$ cat config.mk
export PLATFORM = sky130hd
export DESIGN_NAME = db_fetch_ctrl
export DESIGN_NICKNAME = d
export VERILOG_FILES = /design/src/rtl/db_pkg.sv /design/src/rtl/db_fifo.sv /design/src/rtl/db_fetch_ctrl.sv
export SDC_FILE = /design/constraint.sdc
export NUM_CORES = 2
export LEC_CHECK = 0
export CAP_MARGIN = 20
export CORE_AREA = 4 4 649 651
export DETAILED_ROUTE_END_ITERATION = 8
export DIE_AREA = 0 0 653 655
export MAX_ROUTING_LAYER = met4
export PLACE_DENSITY_LB_ADDON = 0.25
export SETUP_SLACK_MARGIN = 0.15
export SYNTH_ARGS = -nofsm -noshare
export SYNTH_HDL_FRONTEND = slang
export SYNTH_HIERARCHICAL = 1
export SYNTH_SLANG_ARGS = --single-unit
$ cat constraint.sdc
create_clock -name clk -period 36.2 [get_ports clk]
set_input_delay 5.43 -clock clk [delete_from_list [all_inputs] [get_ports clk]]
set_output_delay 5.43 -clock clk [all_outputs]
set_load 0.005 [all_outputs]
$ cat src/rtl/db_pkg.sv
// Shared definitions for the database fetch controller: default widths and FSM encoding.
package db_pkg;

    localparam int DB_DATA_W = 512;
    localparam int DB_ADDR_W = 32;
    localparam int DB_CNT_W  = 17;

    localparam logic [1:0] IDLE   = 2'd0;
    localparam logic [1:0] ARB    = 2'd1;
    localparam logic [1:0] WAIT_S = 2'd2;
    localparam logic [1:0] WAIT_E = 2'd3;

endpackage

$ cat src/rtl/db_fifo.sv
// Prefetch buffer: synchronous FIFO with occupancy count and flush.
module db_fifo #(
    parameter int WIDTH = 8,
    parameter int DEPTH = 4,
    localparam int PTR_W = $clog2(DEPTH)
) (
    input  logic             clk,
    input  logic             rst,
    input  logic             flush,
    input  logic             push,
    input  logic [WIDTH-1:0] pushData,
    input  logic             pop,
    output logic [WIDTH-1:0] popData,
    output logic             empty,
    output logic [PTR_W:0]   count
);

    logic [WIDTH-1:0] mem [DEPTH];
    logic [PTR_W-1:0] wrPtr;
    logic [PTR_W-1:0] rdPtr;
    logic             full;
    logic             doPush;
    logic             doPop;

    assign empty   = (count == '0);
    assign full    = (count == (PTR_W+1)'(DEPTH));
    assign doPush  = push & ~full;
    assign doPop   = pop & ~empty;
    assign popData = mem[rdPtr];

    always_ff @(posedge clk or negedge rst) begin
        if (!rst) begin
            wrPtr <= '0;
            rdPtr <= '0;
            count <= '0;
        end else if (flush) begin
            wrPtr <= '0;
            rdPtr <= '0;
            count <= '0;
        end else begin
            if (doPush) wrPtr <= wrPtr + PTR_W'(1);
            if (doPop)  rdPtr <= rdPtr + PTR_W'(1);
            case ({doPush, doPop})
                2'b10:   count <= count + (PTR_W+1)'(1);
                2'b01:   count <= count - (PTR_W+1)'(1);
                default: count <= count;
            endcase
        end
    end

    always_ff @(posedge clk) begin
        if (doPush) mem[wrPtr] <= pushData;
    end

endmodule

$ cat src/rtl/db_fetch_ctrl.sv
// Streams a database region from DDR into a prefetch FIFO, with priority expand reads
// sharing the single outstanding-read DDR port.
module db_fetch_ctrl
    import db_pkg::*;
#(
    parameter int DATA_W     = DB_DATA_W,
    parameter int ADDR_W     = DB_ADDR_W,
    parameter int CNT_W      = DB_CNT_W,
    parameter int FIFO_DEPTH = 4
) (
    input  logic              clk,
    input  logic              rst,
    input  logic              start,
    input  logic [ADDR_W-1:0] base_addr,
    input  logic [CNT_W-1:0]  num_words,
    output logic              busy,
    output logic              done,
    input  logic              abort,
    output logic              ddr_rd,
    output logic [ADDR_W-1:0] readAdd,
    input  logic              ddr_rd_valid,
    input  logic              ddr_rd_done,
    input  logic [DATA_W-1:0] ddr_rd_data,
    output logic              db_valid,
    input  logic              db_ready,
    output logic [DATA_W-1:0] db_data,
    output logic [CNT_W-1:0]  db_index,
    output logic              db_last,
    input  logic              exp_req,
    input  logic [ADDR_W-1:0] exp_addr,
    output logic              exp_valid,
    output logic [DATA_W-1:0] exp_data
);

    localparam int WORD_BYTES = DATA_W / 8;
    localparam int CNT_FW     = $clog2(FIFO_DEPTH) + 1;

    logic [1:0]              state;
    logic [1:0]              stateNext;
    logic [CNT_W-1:0]        numWordsQ;
    logic [CNT_W-1:0]        issueIdx;
    logic [ADDR_W-1:0]       nextAddr;
    logic                    aborting;
    logic                    lastPopped;
    logic [CNT_FW-1:0]       fifoCount;
    logic                    fifoEmpty;
    logic [DATA_W+CNT_W-1:0] fifoHead;
    logic [CNT_W-1:0]        headIdx;
    logic                    abortNow;
    logic                    rdComplete;
    logic                    wordsRemain;
    logic                    hasRoom;
    logic                    expPending;
    logic                    pushFire;
    logic                    popFire;
    logic                    lastPop;

    // abort takes effect in the cycle it is raised and sticks until IDLE
    assign abortNow    = (state != IDLE) & (aborting | abort);
    assign rdComplete  = ddr_rd_valid & ddr_rd_done;
    assign wordsRemain = issueIdx < numWordsQ;
    assign hasRoom     = fifoCount < CNT_FW'(FIFO_DEPTH);
    // exp_req is still high in the exp_valid cycle; don't reissue it
    assign expPending  = exp_req & ~exp_valid;
    assign pushFire    = (state == WAIT_S) & rdComplete & ~abortNow;
    assign popFire     = db_valid & db_ready;
    assign lastPop     = popFire & db_last & ~abortNow;

    assign busy     = (state != IDLE);
    assign db_valid = ~fifoEmpty;
    assign headIdx  = fifoHead[CNT_W-1:0];
    assign db_data  = fifoHead[DATA_W+CNT_W-1:CNT_W];
    assign db_index = db_valid ? headIdx : '0;
    assign db_last  = db_valid & (headIdx == numWordsQ - CNT_W'(1));

    db_fifo #(
        .WIDTH (DATA_W + CNT_W),
        .DEPTH (FIFO_DEPTH)
    ) uFifo (
        .clk      (clk),
        .rst      (rst),
        .flush    (abortNow),
        .push     (pushFire),
        .pushData ({ddr_rd_data, issueIdx}),
        .pop      (popFire),
        .popData  (fifoHead),
        .empty    (fifoEmpty),
        .count    (fifoCount)
    );

    always_comb begin
        stateNext = state;
        case (state)
            IDLE: begin
                if (start && num_words != '0) stateNext = ARB;
            end
            ARB: begin
                if (expPending)                               stateNext = WAIT_E;
                else if (abortNow || lastPop || lastPopped)   stateNext = IDLE;
                else if (wordsRemain && hasRoom)              stateNext = WAIT_S;
            end
            WAIT_S, WAIT_E: begin
                if (rdComplete) stateNext = ARB;
            end
            default: stateNext = IDLE;
        endcase
    end

    always_ff @(posedge clk or negedge rst) begin
        if (!rst) begin
            state      <= IDLE;
            ddr_rd     <= 1'b0;
            readAdd    <= '0;
            done       <= 1'b0;
            exp_valid  <= 1'b0;
            numWordsQ  <= '0;
            issueIdx   <= '0;
            nextAddr   <= '0;
            aborting   <= 1'b0;
            lastPopped <= 1'b0;
        end else begin
            state     <= stateNext;
            ddr_rd    <= 1'b0;
            done      <= 1'b0;
            exp_valid <= 1'b0;
            case (state)
                IDLE: begin
                    aborting   <= 1'b0;
                    lastPopped <= 1'b0;
                    if (start) begin
                        numWordsQ <= num_words;
                        issueIdx  <= '0;
                        nextAddr  <= base_addr;
                        done      <= (num_words == '0);
                    end
                end
                ARB: begin
                    if (stateNext == WAIT_E) begin
                        ddr_rd  <= 1'b1;
                        readAdd <= exp_addr;
                    end else if (stateNext == WAIT_S) begin
                        ddr_rd  <= 1'b1;
                        readAdd <= nextAddr;
                    end
                end
                WAIT_S: begin
                    if (pushFire) begin
                        issueIdx <= issueIdx + CNT_W'(1);
                        nextAddr <= nextAddr + ADDR_W'(WORD_BYTES);
                    end
                end
                WAIT_E: begin
                    if (rdComplete) exp_valid <= 1'b1;
                end
                default: ;
            endcase
            if (abortNow) aborting <= 1'b1;
            if (lastPop) begin
                lastPopped <= 1'b1;
                done       <= 1'b1;
            end
        end
    end

    always_ff @(posedge clk) begin
        if (state == WAIT_E && rdComplete) exp_data <= ddr_rd_data;
    end

endmodule

==> metrics.txt <==
# TYPE chip_impl_metric gauge
chip_impl_info{name="run_status",value="completed"} 1
chip_impl_metric{name="ctsLongestPathBuffers",unit=""} 4
chip_impl_metric{name="clk_latency",unit="ns"} 0.91
chip_impl_metric{name="crit_buf_inv",unit=""} 6
chip_impl_metric{name="final_report_setup_violation_count",unit=""} 0
chip_impl_metric{name="multiInputGateArea",unit="mm2"} 0.0158
chip_impl_metric{name="routedWlPerCell",unit="um"} 29.5
chip_impl_metric{name="fin_area",unit="mm2"} 0.132
chip_impl_info{name="critPathKind",value="reg2out"} 1
chip_impl_info{name="grt_setup_unrepaired",value="no"} 1
chip_impl_metric{name="count_of_instances_resized_after_the_clock_tree_is_built",unit=""} 0
chip_impl_metric{name="detailed_routing_iteration_count_for_the_pre_antenna_repair_pass",unit=""} 6
chip_impl_metric{name="tns",unit="ns"} 0
chip_impl_metric{name="max_cap_viol_count",unit=""} 0
chip_impl_metric{name="seq_area",unit="mm2"} 0.0817
chip_impl_metric{name="grt_first_pass_wirelength",unit="um"} 461000
chip_impl_metric{name="share_comb_of_total_power",unit="%"} 8.5
chip_impl_info{name="synth_flop_cell",value="sky130_fd_sc_hd__edfxtp_1"} 1
chip_impl_metric{name="gp_congestion",unit=""} 0.866
chip_impl_metric{name="final.setup_skew",unit="ns"} 0.0593
chip_impl_metric{name="detail_route.iter0.violations",unit=""} 4301
chip_impl_metric{name="postRouteWirelength",unit="um"} 348000
chip_impl_metric{name="power.static_leakage",unit="uW"} 0.0412
chip_impl_metric{name="grt_antenna_before_repair",unit=""} 119
chip_impl_metric{name="worst_pin_slew",unit="ns"} 1.12
chip_impl_metric{name="synth_area_per_cell",unit="um2"} 24.1
chip_impl_metric{name="cts_post_setup_buffers_inserted",unit=""} 0
chip_impl_metric{name="drc_errors",unit=""} 0
chip_impl_metric{name="power.net_switching",unit="uW"} 1760
chip_impl_metric{name="placement_rows",unit=""} 237
chip_impl_metric{name="timing.final.max_slew_violations",unit=""} 0
chip_impl_metric{name="synth-edff-count",unit=""} 2628
chip_impl_metric{name="min_path_cells",unit=""} 2
chip_impl_metric{name="placement.io_buffers",unit=""} 1679
chip_impl_metric{name="placeableCoreArea",unit="mm2"} 0.415
chip_impl_metric{name="syn-cell-area",unit="mm2"} 0.0988
chip_impl_metric{name="power.density_cell_area",unit="mW/mm2"} 56.5
chip_impl_info{name="crit_path_cell_trace",value="buf_4 > buf_4 > buf_4 > buf_4 > buf_4 > mux4_2 > clkdlybuf4s50_1"} 1
chip_impl_info{name="layout.cells.most_common_list",value="sky130_fd_sc_hd__edfxtp_1 (2628), sky130_fd_sc_hd__clkdlybuf4s50_1 (1678), sky130_fd_sc_hd__mux4_2 (529)"} 1
chip_impl_metric{name="timing.critical_path.depth",unit=""} 7
chip_impl_metric{name="slowest_delay",unit="ns"} 0.96
chip_impl_metric{name="hold_fix_buffers_at_cts",unit=""} 0
chip_impl_metric{name="final_min_period_over_clock_period",unit="%"} 35.3
chip_impl_metric{name="ff2ff_path_depth",unit=""} 13
chip_impl_metric{name="area_growth_syn_to_layout",unit="%"} 33.9
chip_impl_metric{name="io_pins",unit=""} 1680
chip_impl_info{name="tritoncts",value="built"} 1
chip_impl_metric{name="floorplan.initialDensity",unit="%"} 23.8
chip_impl_metric{name="ys.warnings.count",unit=""} 6
chip_impl_metric{name="place.detailed.hpwl",unit="um"} 252000
chip_impl_metric{name="dr_total_vias",unit=""} 51100
chip_impl_metric{name="synth_net_count",unit=""} 4719
chip_impl_metric{name="synth_cells",unit=""} 4094
chip_impl_metric{name="fin_nets",unit=""} 6631
chip_impl_metric{name="period_minus_slack",unit="ns"} 12.76
chip_impl_metric{name="floorplan.die_area",unit="mm2"} 0.428
chip_impl_info{name="worst_path_dominant_cell_family",value="buffers and inverters"} 1
chip_impl_metric{name="via_count_of_the_first_global_routing_pass",unit=""} 52000
chip_impl_metric{name="power.clock.fraction",unit="%"} 42.1
chip_impl_metric{name="critPathArrivalTime",unit="ns"} 7.33
chip_impl_metric{name="overflow",unit=""} 0
chip_impl_info{name="worstSetupEndpointType",value="primary output"} 1
chip_impl_metric{name="cts_max_level",unit=""} 5
chip_impl_metric{name="clkTransAtPathRegs",unit="ns"} 0.06
chip_impl_metric{name="drtAntennaViolNets",unit=""} 0
chip_impl_info{name="clock-root-buffer",value="sky130_fd_sc_hd__clkbuf_16"} 1
chip_impl_info{name="startpoint_type",value="flip-flop"} 1
chip_impl_metric{name="final_layout_size_suffix_gt1_share",unit="%"} 17.5
chip_impl_metric{name="placed_cell_area",unit="mm2"} 0.122
chip_impl_metric{name="grt_use_total",unit="%"} 16.0
chip_impl_metric{name="post-layout-total-power",unit="uW"} 7480
chip_impl_metric{name="fillerInstances",unit=""} 39700
chip_impl_metric{name="max_slew_margin",unit="%"} 25.6
chip_impl_info{name="hp-class",value="reg2reg"} 1
chip_impl_metric{name="hold_violations",unit=""} 0
chip_impl_info{name="worst_path_max_delay_cell",value="sky130_fd_sc_hd__dfrtp_4"} 1
chip_impl_metric{name="worst-r2r-setup-slack",unit="ns"} 27.95
chip_impl_metric{name="numCtsBuffers",unit=""} 315
chip_impl_info{name="leading_cell_type_in_the_layout_fill_and_taps_excluded",value="sky130_fd_sc_hd__edfxtp_1"} 1
chip_impl_metric{name="grt_start_max_net_pins",unit=""} 123
chip_impl_metric{name="chipWidth",unit="um"} 653
chip_impl_metric{name="critPathRequiredTime",unit="ns"} 30.77
chip_impl_metric{name="swShare",unit="%"} 23.5
chip_impl_metric{name="synth_cell_type_count",unit=""} 73
chip_impl_metric{name="p_int",unit="uW"} 5720
chip_impl_metric{name="async_flop_share",unit="%"} 4.09
chip_impl_metric{name="fmaxAchievable",unit="MHz"} 78.4
chip_impl_metric{name="number_of_vias_per_cell",unit=""} 4.33
chip_impl_metric{name="postSynthRegisterBits",unit=""} 2740
chip_impl_metric{name="crit_path_max_fanout",unit=""} 45
chip_impl_metric{name="tritoncts_num_sinks",unit=""} 2740
chip_impl_metric{name="vdd_ir_drop_max",unit="mV"} 0.0350
chip_impl_metric{name="seq_area_frac_synth",unit="%"} 82.7
chip_impl_metric{name="floorplan.die.height",unit="um"} 655
chip_impl_metric{name="share_seq_of_total_power",unit="%"} 49.4
chip_impl_info{name="crit_path_frequent_cell",value="sky130_fd_sc_hd__buf_4"} 1
area by class of cell:
type | instances | area share, %
Sequential cell | 2740 | 61.8
Timing Repair Buffer | 1764 | 13.2
Multi-Input combinational cell | 1148 | 11.9
Clock buffer | 382 | 6.28
Tap cell | 5497 | 5.20
Clock inverter | 186 | 1.40
Inverter | 37 | 0.105
Antenna cell | 36 | 0.0681
cell usage after synthesis, types with 4 or more instances:
master,count,area share [%]
sky130_fd_sc_hd__a2111oi_0,4,0.035
sky130_fd_sc_hd__a21o_1,6,0.046
sky130_fd_sc_hd__a21oi_1,34,0.17
sky130_fd_sc_hd__a221o_1,4,0.041
sky130_fd_sc_hd__a31oi_1,41,0.26
sky130_fd_sc_hd__and2_1,6,0.038
sky130_fd_sc_hd__and3_1,10,0.063
sky130_fd_sc_hd__and4_1,4,0.035
sky130_fd_sc_hd__buf_2,59,0.30
sky130_fd_sc_hd__buf_6,64,0.73
sky130_fd_sc_hd__clkbuf_1,38,0.14
sky130_fd_sc_hd__dfrtp_1,112,2.8
sky130_fd_sc_hd__edfxtp_1,2628,80
sky130_fd_sc_hd__ha_1,23,0.29
sky130_fd_sc_hd__inv_1,37,0.14
sky130_fd_sc_hd__mux2i_1,6,0.061
sky130_fd_sc_hd__mux4_2,529,12
sky130_fd_sc_hd__nand2_1,93,0.35
sky130_fd_sc_hd__nand2b_1,4,0.025
sky130_fd_sc_hd__nand3_1,18,0.091
sky130_fd_sc_hd__nand3b_1,30,0.23
sky130_fd_sc_hd__nand4_1,19,0.12
sky130_fd_sc_hd__nor2_1,48,0.18
sky130_fd_sc_hd__nor2b_1,18,0.11
sky130_fd_sc_hd__nor3_1,43,0.22
sky130_fd_sc_hd__nor4_1,7,0.044
sky130_fd_sc_hd__o21ai_0,60,0.30
sky130_fd_sc_hd__o21ai_1,30,0.15
sky130_fd_sc_hd__o22ai_1,4,0.025
sky130_fd_sc_hd__o311ai_0,7,0.062
sky130_fd_sc_hd__o31ai_1,5,0.038
sky130_fd_sc_hd__or3_1,8,0.051
sky130_fd_sc_hd__xnor2_1,16,0.14
sky130_fd_sc_hd__xor2_1,19,0.17
cells by family after synthesis:
group / after synthesis / share of synthesized area, %
buffers and inverters: 206 / 1.37
adders and majority gates: 24 / 0.311
xor gates and xnor gates: 35 / 0.310
AOI/OAI and AO/OA: 226 / 1.47
muxes: 535 / 12.1
and+or+nand+nor: 328 / 1.75
DFF: 2740 / 82.7
worst paths after layout:
path	end	startpoint
max	db_data[351]	uFifo/rdPtr[0]
min	nextAddr[0]	nextAddr[0]
max reg2reg	uFifo/mem[0][69]	state[1]
min reg2reg	nextAddr[0]	nextAddr[0]
max in group asynchronous	numWordsQ[1]	rst
min in group asynchronous	readAdd[21]	rst
per-stage QoR:
stage	hold WS, ns	worst slack (ns)	instances	util, %
floorplan	0.439	7.12	4094	-
global placement	0.464	23.03	11200	29.4
detailed placement	0.471	23.04	11200	29.4
CTS	0.486	22.89	11800	31.8
global route	0.529	22.56	11800	31.8
finish	0.483	23.44	11800	31.9
state kept, by name, indices dropped and copies added, names as in the netlist:
register and flops:
lastPopped 1, uFifo/wrPtr 2, exp_valid 1, state 2
nextAddr 32, numWordsQ 17, done 1, uFifo/count 3
uFifo/mem 2116, uFifo/rdPtr 2, issueIdx 17, ddr_rd 1
readAdd 32, aborting 1, exp_data 512
worst reg2reg max path, stage by stage (launching register included):
cell and delay [ns]:
sky130_fd_sc_hd__dfrtp_1 0.43, sky130_fd_sc_hd__inv_1 0.11, sky130_fd_sc_hd__nor2_1 0.72, sky130_fd_sc_hd__nand4_1 0.23, sky130_fd_sc_hd__buf_4 0.29, sky130_fd_sc_hd__inv_1 0.60, sky130_fd_sc_hd__inv_1 0.18, sky130_fd_sc_hd__a21oi_1 0.45
sky130_fd_sc_hd__and2_4 0.50, sky130_fd_sc_hd__buf_4 0.68, sky130_fd_sc_hd__buf_4 0.89, sky130_fd_sc_hd__buf_4 0.84, sky130_fd_sc_hd__buf_4 0.89, sky130_fd_sc_hd__buf_4 0.87
power groups by stage:
| stage | Combinational [uW] | Sequential [uW] | Clock, uW |
|---|---|---|---|
| 4_1_cts | 646 | 3700 | 3250 |
| 2_1_floorplan | 228 | 3800 | 0 |
| 6_report | 632 | 3700 | 3150 |
| 3_3_place_gp | 638 | 3760 | 0 |
| 5_1_grt | 682 | 3700 | 3390 |
| 3_5_place_dp | 643 | 3760 | 0 |
per-layer routing:
metal	vias to the layer above	GRT usage [%]	share of wire [%]
li1	21200	-	-
met1	27300	18.9	39
met2	2109	27.0	51
met3	514	4.52	8.0
met4	0	3.76	2.4
met5	-	-	0
(Power assumes the default switching activity.)
